`config.mk`:
```
export PLATFORM = sky130hd
export DESIGN_NAME = periph_arb2
export DESIGN_NICKNAME = d
export VERILOG_FILES = /design/src/rtl/periph_arb2_pkg.sv /design/src/rtl/periph_arb2_rr_pick2.sv /design/src/rtl/periph_arb2.sv
export SDC_FILE = /design/constraint.sdc
export NUM_CORES = 1
export LEC_CHECK = 0
export ABC_AREA = 1
export ABC_CLOCK_PERIOD_IN_PS = 3870
export BUFFER_PORTS_ARGS = -buffer_cell sky130_fd_sc_hd__buf_4
export CORE_AREA = 8 8 117 119
export DETAILED_ROUTE_END_ITERATION = 10
export DIE_AREA = 0 0 125 127
export SETUP_SLACK_MARGIN = 0.5
export SLEW_MARGIN = 0
export SYNTH_ARGS = -nofsm -noshare
export SYNTH_HDL_FRONTEND = slang
export SYNTH_SLANG_ARGS = --single-unit
```
`constraint.sdc`:
```
create_clock -name clk -period 3.87 [get_ports clk]
set_input_delay 0.387 -clock clk [delete_from_list [all_inputs] [get_ports clk]]
set_output_delay 0.387 -clock clk [all_outputs]
set_load 0.02 [all_outputs]
```
`src/rtl/periph_arb2_pkg.sv`:
```
// Shared definitions for the two-master peripheral arbiter.
//   state_t      : arbiter FSM states (idle / waiting for slave / error reply)
//   M0, M1       : master index values as carried on grant_o
//   ERR_DATA_DEF : default read data handed back when the watchdog fires
package periph_arb2_pkg;

    typedef enum logic [1:0] {
        ST_IDLE = 2'd0,
        ST_WAIT = 2'd1,
        ST_ERR  = 2'd2
    } state_t;

    localparam logic M0 = 1'b0;
    localparam logic M1 = 1'b1;

    localparam logic [31:0] ERR_DATA_DEF = 32'hDEAD_BEEF;

endpackage

```
`src/rtl/periph_arb2_rr_pick2.sv`:
```
// Two-input round-robin picker, purely combinational.
//   req[1:0] : request bits of master 1 / master 0
//   last     : index of the master served most recently
//   winner   : chosen master index (0 when nobody requests)
//   any      : at least one request is present
module periph_arb2_rr_pick2 (
    input  logic [1:0] req,
    input  logic       last,
    output logic       winner,
    output logic       any
);

    always_comb begin
        any = |req;
        // A tie goes to whoever was not served last; otherwise the lone requester.
        if (req == 2'b11) begin
            winner = ~last;
        end else begin
            winner = req[1];
        end
    end

endmodule

```
`src/rtl/periph_arb2.sv`:
```
// Arbiter sharing one single-outstanding valid/ready peripheral slave between
// the core LSU (m0) and the debug master (m1). Grant is per transaction and is
// held from request handshake to response handshake. A response watchdog
// answers a hung transaction with ERR_DATA so no master deadlocks.
//   clk, rst                : clock, synchronous active-high reset
//   m0_* / m1_*             : master request/response ports
//   s_*                     : forwarded slave port
//   timeout_o               : one-cycle pulse when the watchdog expires
//   grant_o                 : current or most recently granted master
module periph_arb2
    import periph_arb2_pkg::*;
#(
    parameter int unsigned TIMEOUT_CYC = 256,
    parameter logic [31:0] ERR_DATA    = ERR_DATA_DEF,
    parameter int unsigned CNT_W       = 16
) (
    input  logic        clk,
    input  logic        rst,

    input  logic [31:0] m0_addr_i,
    input  logic [31:0] m0_data_i,
    input  logic [3:0]  m0_sel_i,
    input  logic        m0_we_i,
    output logic [31:0] m0_data_o,
    input  logic        m0_req_valid_i,
    output logic        m0_req_ready_o,
    output logic        m0_rsp_valid_o,
    input  logic        m0_rsp_ready_i,

    input  logic [31:0] m1_addr_i,
    input  logic [31:0] m1_data_i,
    input  logic [3:0]  m1_sel_i,
    input  logic        m1_we_i,
    output logic [31:0] m1_data_o,
    input  logic        m1_req_valid_i,
    output logic        m1_req_ready_o,
    output logic        m1_rsp_valid_o,
    input  logic        m1_rsp_ready_i,

    output logic [31:0] s_addr_o,
    output logic [31:0] s_data_o,
    output logic [3:0]  s_sel_o,
    output logic        s_we_o,
    input  logic [31:0] s_data_i,
    output logic        s_req_valid_o,
    input  logic        s_req_ready_i,
    input  logic        s_rsp_valid_i,
    output logic        s_rsp_ready_o,

    output logic        timeout_o,
    output logic        grant_o
);

    localparam bit              WD_EN    = (TIMEOUT_CYC != 0);
    localparam logic [CNT_W-1:0] CNT_LAST = CNT_W'(TIMEOUT_CYC - 1);

    state_t           state_q, state_d;
    logic             gnt_q, gnt_d;
    logic             last_q, last_d;
    logic [CNT_W-1:0] cnt_q, cnt_d;

    logic winner;
    logic any;
    logic gnt_rsp_ready;

    periph_arb2_rr_pick2 u_pick (
        .req    ({m1_req_valid_i, m0_req_valid_i}),
        .last   (last_q),
        .winner (winner),
        .any    (any)
    );

    assign gnt_rsp_ready = (gnt_q == M1) ? m1_rsp_ready_i : m0_rsp_ready_i;
    assign grant_o       = gnt_q;

    always_ff @(posedge clk) begin
        if (rst) begin
            state_q <= ST_IDLE;
            gnt_q   <= M0;
            last_q  <= M1;
            cnt_q   <= '0;
        end else begin
            state_q <= state_d;
            gnt_q   <= gnt_d;
            last_q  <= last_d;
            cnt_q   <= cnt_d;
        end
    end

    always_comb begin
        state_d        = state_q;
        gnt_d          = gnt_q;
        last_d         = last_q;
        cnt_d          = cnt_q;

        s_addr_o       = '0;
        s_data_o       = '0;
        s_sel_o        = '0;
        s_we_o         = 1'b0;
        s_req_valid_o  = 1'b0;
        s_rsp_ready_o  = 1'b0;
        m0_req_ready_o = 1'b0;
        m1_req_ready_o = 1'b0;
        m0_rsp_valid_o = 1'b0;
        m1_rsp_valid_o = 1'b0;
        m0_data_o      = '0;
        m1_data_o      = '0;
        timeout_o      = 1'b0;

        // Outputs stay quiet while reset is held, whatever the state register holds.
        if (!rst) begin
            unique case (state_q)
                ST_IDLE: begin
                    // Drain stray or late slave responses while nobody owns the bus.
                    s_rsp_ready_o = 1'b1;
                    if (any) begin
                        s_req_valid_o = 1'b1;
                        if (winner == M1) begin
                            s_addr_o       = m1_addr_i;
                            s_data_o       = m1_data_i;
                            s_sel_o        = m1_sel_i;
                            s_we_o         = m1_we_i;
                            m1_req_ready_o = s_req_ready_i;
                        end else begin
                            s_addr_o       = m0_addr_i;
                            s_data_o       = m0_data_i;
                            s_sel_o        = m0_sel_i;
                            s_we_o         = m0_we_i;
                            m0_req_ready_o = s_req_ready_i;
                        end
                        if (s_req_ready_i) begin
                            gnt_d   = winner;
                            cnt_d   = '0;
                            state_d = ST_WAIT;
                        end
                    end
                end

                ST_WAIT: begin
                    s_rsp_ready_o = gnt_rsp_ready;
                    if (gnt_q == M1) begin
                        m1_rsp_valid_o = s_rsp_valid_i;
                        m1_data_o      = s_data_i;
                    end else begin
                        m0_rsp_valid_o = s_rsp_valid_i;
                        m0_data_o      = s_data_i;
                    end
                    if (s_rsp_valid_i) begin
                        // A presented response stalls the watchdog even if the master is slow.
                        if (gnt_rsp_ready) begin
                            last_d  = gnt_q;
                            state_d = ST_IDLE;
                        end
                    end else begin
                        cnt_d = cnt_q + 1'b1;
                        if (WD_EN && (cnt_q == CNT_LAST)) begin
                            timeout_o = 1'b1;
                            state_d   = ST_ERR;
                        end
                    end
                end

                ST_ERR: begin
                    s_rsp_ready_o = 1'b1;
                    if (gnt_q == M1) begin
                        m1_rsp_valid_o = 1'b1;
                        m1_data_o      = ERR_DATA;
                    end else begin
                        m0_rsp_valid_o = 1'b1;
                        m0_data_o      = ERR_DATA;
                    end
                    if (gnt_rsp_ready) begin
                        last_d  = gnt_q;
                        state_d = ST_IDLE;
                    end
                end

                default: begin
                    state_d = ST_IDLE;
                end
            endcase
        end
    end

endmodule
```
* After elaboration in Yosys (flattened, before gate mapping)
Index checks and enable logic that the tools add are counted.
Storage, ports and cells: register bits 20, input port bits 178, logic and storage cells 88
Operators by class: add/subtract/negate cells 1, equal/unequal tests 9, multiplexer cells 64, bitwise logic cells 1, reduce and logical (&&, ||, !) cells 9
Operators by type and width (number):
- $mux W32 | 14
- $pmux W32 S2 | 2
- $mux W16 | 3
- $pmux W16 S2 | 1
- $mux W1 | 30
- $add A16 B1 Y16 const B | 1
- $eq A16 B8 Y1 const B | 1
- $mux W4 | 4
- $mux W2 | 5
- $ne A2 B2 Y1 const B | 4
- $pmux W1 S2 | 4
- $pmux W2 S3 | 1
- $reduce_and A3 Y1 | 2
- $eq A2 B2 Y1 const B | 2
- $reduce_and A4 Y1 | 1
- $reduce_bool A2 Y1 | 2
- $reduce_or A2 Y1 | 2
- $ne A3 B3 Y1 const B | 1
- $eq A2 B1 Y1 const B | 1
- $logic_not A2 Y1 | 1
- $reduce_and A2 Y1 | 1
- $not A1 Y1 | 1

* Longest topological paths before layout
Gate-level depths: netlist of the first run.
word-level depth 6, gate-level depth with buffers 12, depth with buffers taken out 12

* By module
A second synthesis of the first run with hierarchy kept.
Unflattened totals: cell total of the unflattened synthesis 722, area, all modules 3372.0 um2
Modules (own cells, without submodules):
- periph_arb2 | instances 1, cells an instance 719, area each 3357.0 um2, sequential area each 400.4 um2
- periph_arb2_rr_pick2 | instances 1, cells an instance 3, area each 15.0 um2, sequential area each 0.0 um2

* Worst setup path before layout of the first run
Ideal clock, no wire load.
kind reg-to-output, start point reg state_q[0], end point out s_addr_o[30], arrival time 1.555 ns, data required time 3.483 ns, setup slack 1.928 ns, cell stages (with the launch flop) 9, path through dfxtp_1 inv_1 ha_1 buf_6 inv_2 nor3_4 buf_4 o21ai_0 nor2_1
On the way: longest elaborated chain between the ends 3
RTL lines:
- start, declared | RTL line periph_arb2.sv:57 | state_t state_q, state_d;
- start signal, assigned | RTL line periph_arb2.sv:83 | state_q <= state_d;
- $logic_not A2 Y1 | RTL line periph_arb2.sv:112 | unique case (state_q)
- $mux W32 | RTL line periph_arb2.sv:112
- $mux W32 | RTL line periph_arb2.sv:111 | if (!rst) begin
- end, declared | RTL line periph_arb2.sv:40 | output logic [31:0] s_addr_o,
No other way between the ends.

* Final worst setup path of the first run
start point reg state_q[0], end point out s_addr_o[29]
The elaborated chain is that of the path after synthesis.

==> impl_metrics.yaml, run 1 <==
status:
  status: "finished clean"
grt:
  grt_max_degree: 72
  track_usage_pct: 20.0
  grt-ovfl-total: 0
  antenna_found_initial: 0
  grt_pass1_wl_um: 26000
  grt_pass1_vias: 4743
cells_and_area:
  areaGrowthSynthToFinish_pct: 82.8
  final_net_count: 1042
  fillers: 1255
  stdcell_count: 1005
  finalInstanceArea_um2: 5470
  drive_above_1_share_pct: 40.6
  final_core_util_pct: 46.3
  ff_latch_area_um2: 400
  multi_input_comb_area_um2: 2220
  n_antenna_cell: 0
sta:
  final-max-slew-violation-count: 0
  hold_viol: 0
  post-route-period-util_pct: 76.0
  rsz0062_at_grt: "false"
  setup-violations-final: 0
  fin_ws_ns: 0.931
  fmaxAchievable_mhz: 340
  clock_skew_ns: 0.00295
  tns_ns: 0
  max_slew_margin_pct: 23.8
  fin_crit_ns: 2.94
  whs_ns: 0.397
  worst_slew_pin_slew_ns: 1.14
worst_setup_path:
  critPathLaunchType: "flip-flop"
  crit_path_end_kind: "output pin"
  cp_max_fo: 70
  worstPathArrival_ns: 2.55
  crit_type: "flip-flop to output pin"
  worstPathRequired_ns: 3.48
clock_tree:
  numCtsBuffers: 3
  clk_transition_reported_paths_ns: 0.06
  htreeDepth: 1
  cts-root-buf: "clkbuf_16"
  clock_latency_ns: 0.25
  postCtsSetupBuffers: 0
  cts_buffer_depth: 2
  cts.sinks: 20
  postCtsHoldBufs: 0
  cts_resized: 0
  cts_tree: "built"
yosys:
  synthTopCellsByArea: "nor2_1 21%, dfxtp_1 13%, nand3_1 11%"
  syn_area_per_cell_um2: 5.16
  netlist_instances: 579
  synth.most_common_cell: "nor2_1"
  netlist_area_um2: 2990
  ys_ff_latch: 20
  synth_edf_count: 0
  synth_top_area_cell: "nor2_1"
  yosys.area.top_type_share_pct: 21.2
  synthArstFlopShare_pct: 0
  syn_nets: 762
  yosysSeqAreaShare_pct: 13.4
  ys_warn_count: 0
  synthFlopType: "dfxtp_1"
  synth.distinct_cells: 31
  synthTopCellsByCount: "169 x nor2_1, 63 x nand3_1, 63 x o21ai_0, 60 x a21oi_1, 53 x nand2_1"
route:
  drc: 0
  ant_nets: 0
  firstDrtPassIters: 5
  post_drt_wl_per_cell_um: 17.1
  via_count: 4833
  drt-initial-drc-count: 293
  wirelength_um: 17100
  viasPerCell: 4.81
placed_design:
  hpwl_um: 14000
  postPlaceCellArea_um2: 5380
  io_buffers: 318
  place_congestion: 0.885
  dp_slack_ns: 1.22
  dp_cells: 1001
power_and_ir_drop:
  leakage_nw: 2.80
  p_per_area_nw_per_um2: 401
  p_total_mw: 2.19
  vdd_ir_drop_max_uv: 203
hold_path:
  hold_class: "primary input to flip-flop"
floorplan:
  ios: 319
  start_util_pct: 25.3
  die_x_um: 125
  rows: 40
  core_area_um2: 11800
  die_y_um: 127
  dieArea_um2: 15900
run:
  cap_violations: 0
-- critical path, stage by stage (launching register included) --
cell	delay [ns]
dfxtp_1	0.35
inv_1	0.10
ha_1	0.40
inv_2	0.10
nor3_4	0.18
buf_4	0.50
o21ai_0	0.19
nor2_1	0.26
buf_4	0.21
-- flip-flops by register name (all words and copies together) (netlist names) --
register,flops
cnt_q,16
state_q,2
grant_o,1
last_q,1
-- cell usage in the layout (no fill, tap or decap), types with 2 or more instances in the layout --
cell and instances:
inv_1 35, buf_4 323, and3_1 2, clkbuf_16 3, o21ai_1 12, nand2_1 52
nor2_2 3, dfxtp_1 20, nor2_4 2, nor3_1 22, ha_1 4, o21ai_0 63
nand3_1 63, a21oi_1 60, nor2_1 169, nand2_2 5, nand4_1 4, inv_2 4
-- cell type report --
class,count,share of cell area (%)
Clock buffer,4,1.63
Multi-Input combinational cell,472,40.6
Timing Repair Buffer,323,44.4
Sequential cell,20,7.33
Inverter,39,2.68
Tap cell,147,3.37
-- routing by layer --
layer	GRT usage, %	up-vias	wire [µm]	part of all wire [%]
met5	0	-	0	0
met4	4.66	0	352	2.1
met3	6.99	20	1480	8.6
met2	37.8	182	9140	53
met1	20.8	2173	6160	36
li1	-	2458	-	-
-- cell families (layout without fill, tap and decap cells) --
family                     Yosys count  count (layout)  synth area share (%)
adders and majority gates            5               5                  2.09
DFF                                 20              20                  13.4
and+or+nand+nor                    325             325                  46.7
buffers and inverters               87             366                  12.5
AOI/OAI and AO/OA                  142             142                  25.3
-- worst paths after layout --
path,startpoint,end,slack (ns),cells past startpoint
worst max register to register,state_q[1],cnt_q[14],1.73,11
worst min register to register,cnt_q[1],cnt_q[1],0.49,2
worst min-delay path,rst,cnt_q[1],0.40,2
worst max-delay path,state_q[0],s_addr_o[29],0.93,8
-- power by group --
group,total [mW],internal (mW),switching [mW]
Sequential,0.245,0.226,0.0190
Clock,0.239,0.158,0.0809
Combinational,1.71,0.600,1.11
Total,2.19,0.984,1.21
No activity file was read; power rests on OpenSTA's default activity.
==> run 2, diff against run 1 <==
ABC_CLOCK_PERIOD_IN_PS = 3100   (was 3870)
CORE_AREA = 8 8 118 120   (was 8 8 117 119)
DIE_AREA = 0 0 126 128   (was 0 0 125 127)
clock period = 3.1 ns   (was 3.87 ns; I/O delays follow)
==> impl_metrics.yaml, run 2 (synthesized netlist as in run 1, its figures left out) <==
power_and_ir_drop:
  leakage_nw: 2.82
  p_per_area_nw_per_um2: 501
  p_total_mw: 2.76
  vdd_ir_drop_max_uv: 258
cells_and_area:
  n_antenna_cell: 0
  final_cell_mix: "323 x buf_4, 169 x nor2_1, 63 x nand3_1, 63 x o21ai_0, 60 x a21oi_1"
  finalInstanceArea_um2: 5510
  top_regs: "cnt_q: 16 flops, state_q: 2 flops"
  stdcell_count: 1010
  final_net_count: 1044
  drive_above_1_share_pct: 40.8
  fillers: 1321
  top_register: "cnt_q"
  largest_register_ffs: 16
  areaGrowthSynthToFinish_pct: 84.3
  final_common_cell: "buf_4"
worst_setup_path:
  crit_path_end_kind: "output pin"
  timing.rr.start: "state_q[1]"
  worstPathRequired_ns: 2.79
  cp_slowest_stage_delay_ns: 0.45
  critPathLaunchType: "flip-flop"
  crit_path_top_delay_cell: "buf_4"
  worstPathCellList: "inv_1 > ha_2 > nand2_2 > buf_4 > a21oi_1 > buf_4"
  worstPathArrival_ns: 2.11
  cp_top_family: "buffers and inverters"
  cp.buffers_inverters: 3
  setup.worst_path.start: "state_q[0]"
  cp_max_fo: 43
  crit_type: "flip-flop to output pin"
  crit_path_frequent_cell: "buf_4"
clock_tree:
  clk_transition_reported_paths_ns: 0.06
  cts-root-buf: "clkbuf_16"
  cts_buffer_depth: 2
  cts_tree: "built"
  htreeDepth: 1
  cts.sinks: 20
  numCtsBuffers: 3
  postCtsSetupBuffers: 0
  clock_latency_ns: 0.25
floorplan:
  ios: 319
  die_x_um: 126
  start_util_pct: 24.5
  die_y_um: 128
  rows: 41
  core_area_um2: 12200
  dieArea_um2: 16100
sta:
  setup-violations-final: 0
  whs_ns: 0.333
  max_slew_margin_pct: 43.7
  worst_slew_pin_slew_ns: 0.843
  post-route-period-util_pct: 78.1
  hold_viol: 0
  rsz0062_at_grt: "false"
  tns_ns: 0
  final-max-slew-violation-count: 0
  clock_skew_ns: 0.00284
  fin_crit_ns: 2.42
  fmaxAchievable_mhz: 413
route:
  via_count: 4693
  post_drt_wl_per_cell_um: 16.7
  wirelength_um: 16900
  drt-initial-drc-count: 329
  drc: 0
  ant_nets: 0
  firstDrtPassIters: 6
  viasPerCell: 4.65
run:
  cap_violations: 0
grt:
  antenna_found_initial: 0
  met2_usage_pct: 35.4
  grt_pass1_wl_um: 25500
  grt_busiest_layer: "met2"
  grt_max_degree: 71
  grt_use_met1_pct: 22.5
  grt-ovfl-total: 0
  use_met3_pct: 6.57
  grt_pass1_vias: 4478
  track_usage_pct: 19.6
placed_design:
  hpwl_um: 13800
  io_buffers: 318
  postPlaceCellArea_um2: 5420
  place_congestion: 0.929
  dp_cells: 1006
hold_path:
  hold_class: "primary input to flip-flop"
  min-delay-start: "rst"
status:
  status: "finished clean"
run 2: cell count changes in the layout (fill, tap and decap cells not counted), sizes merged:
| cell | delta |
|---|---|
| buf | +2 |
run 2: stage by stage:
| stage | worst slack [ns] | util, % |
|---|---|---|
| after floorplan | 1.23 | - |
| after global routing | 0.535 | 45.1 |
| after detailed placement | 0.870 | 44.4 |
| after global placement | 0.888 | 44.4 |
| after CTS | 0.583 | 45.1 |
| final | 0.678 | 45.1 |
run 2: worst paths after layout:
| path | endpoint | slack, ns | cells after the start |
|---|---|---|---|
| setup / recovery | m0_data_o[10] | 0.68 | 6 |
| hold / removal | cnt_q[1] | 0.33 | 2 |
| setup reg to reg | cnt_q[14] | 1.04 | 11 |
| hold reg to reg | last_q | 0.48 | 2 |
run 2: worst register-to-register path, delay by kind of cell, from the launching register on:
| kind | cells | cell delay [ns] |
|---|---|---|
| and+or+nand+nor | 8 | 0.92 |
| adders and majority gates | 1 | 0.55 |
| DFF | 1 | 0.34 |
| buffers and inverters | 2 | 0.14 |
run 2: metal layers:
| layer | vias to the layer above | share of wire [%] |
|---|---|---|
| met5 | - | 0 |
| met4 | 0 | 0.88 |
| met3 | 10 | 8.9 |
| met2 | 188 | 53 |
| met1 | 2031 | 37 |
| li1 | 2464 | - |
run 2: final cells by class:
type	count	area (µm²)	share of cell area, %
Timing Repair Buffer	325	2460	44.7
Multi-Input combinational cell	472	2220	40.3
Sequential cell	20	400	7.26
Tap cell	150	188	3.41
Inverter	39	146	2.66
Clock buffer	4	88.8	1.61
run 2: timing repair:
item / CTS / global route
setup endpoints to repair: 0 / 33
hold buffers: 0 / 0
gates resized for setup: 0 / 1
run 2: power breakdown:
part           internal (mW)  switching, mW
Combinational          0.786           1.38
Sequential             0.282         0.0250
Clock                  0.197         0.0975
Total                   1.26           1.50
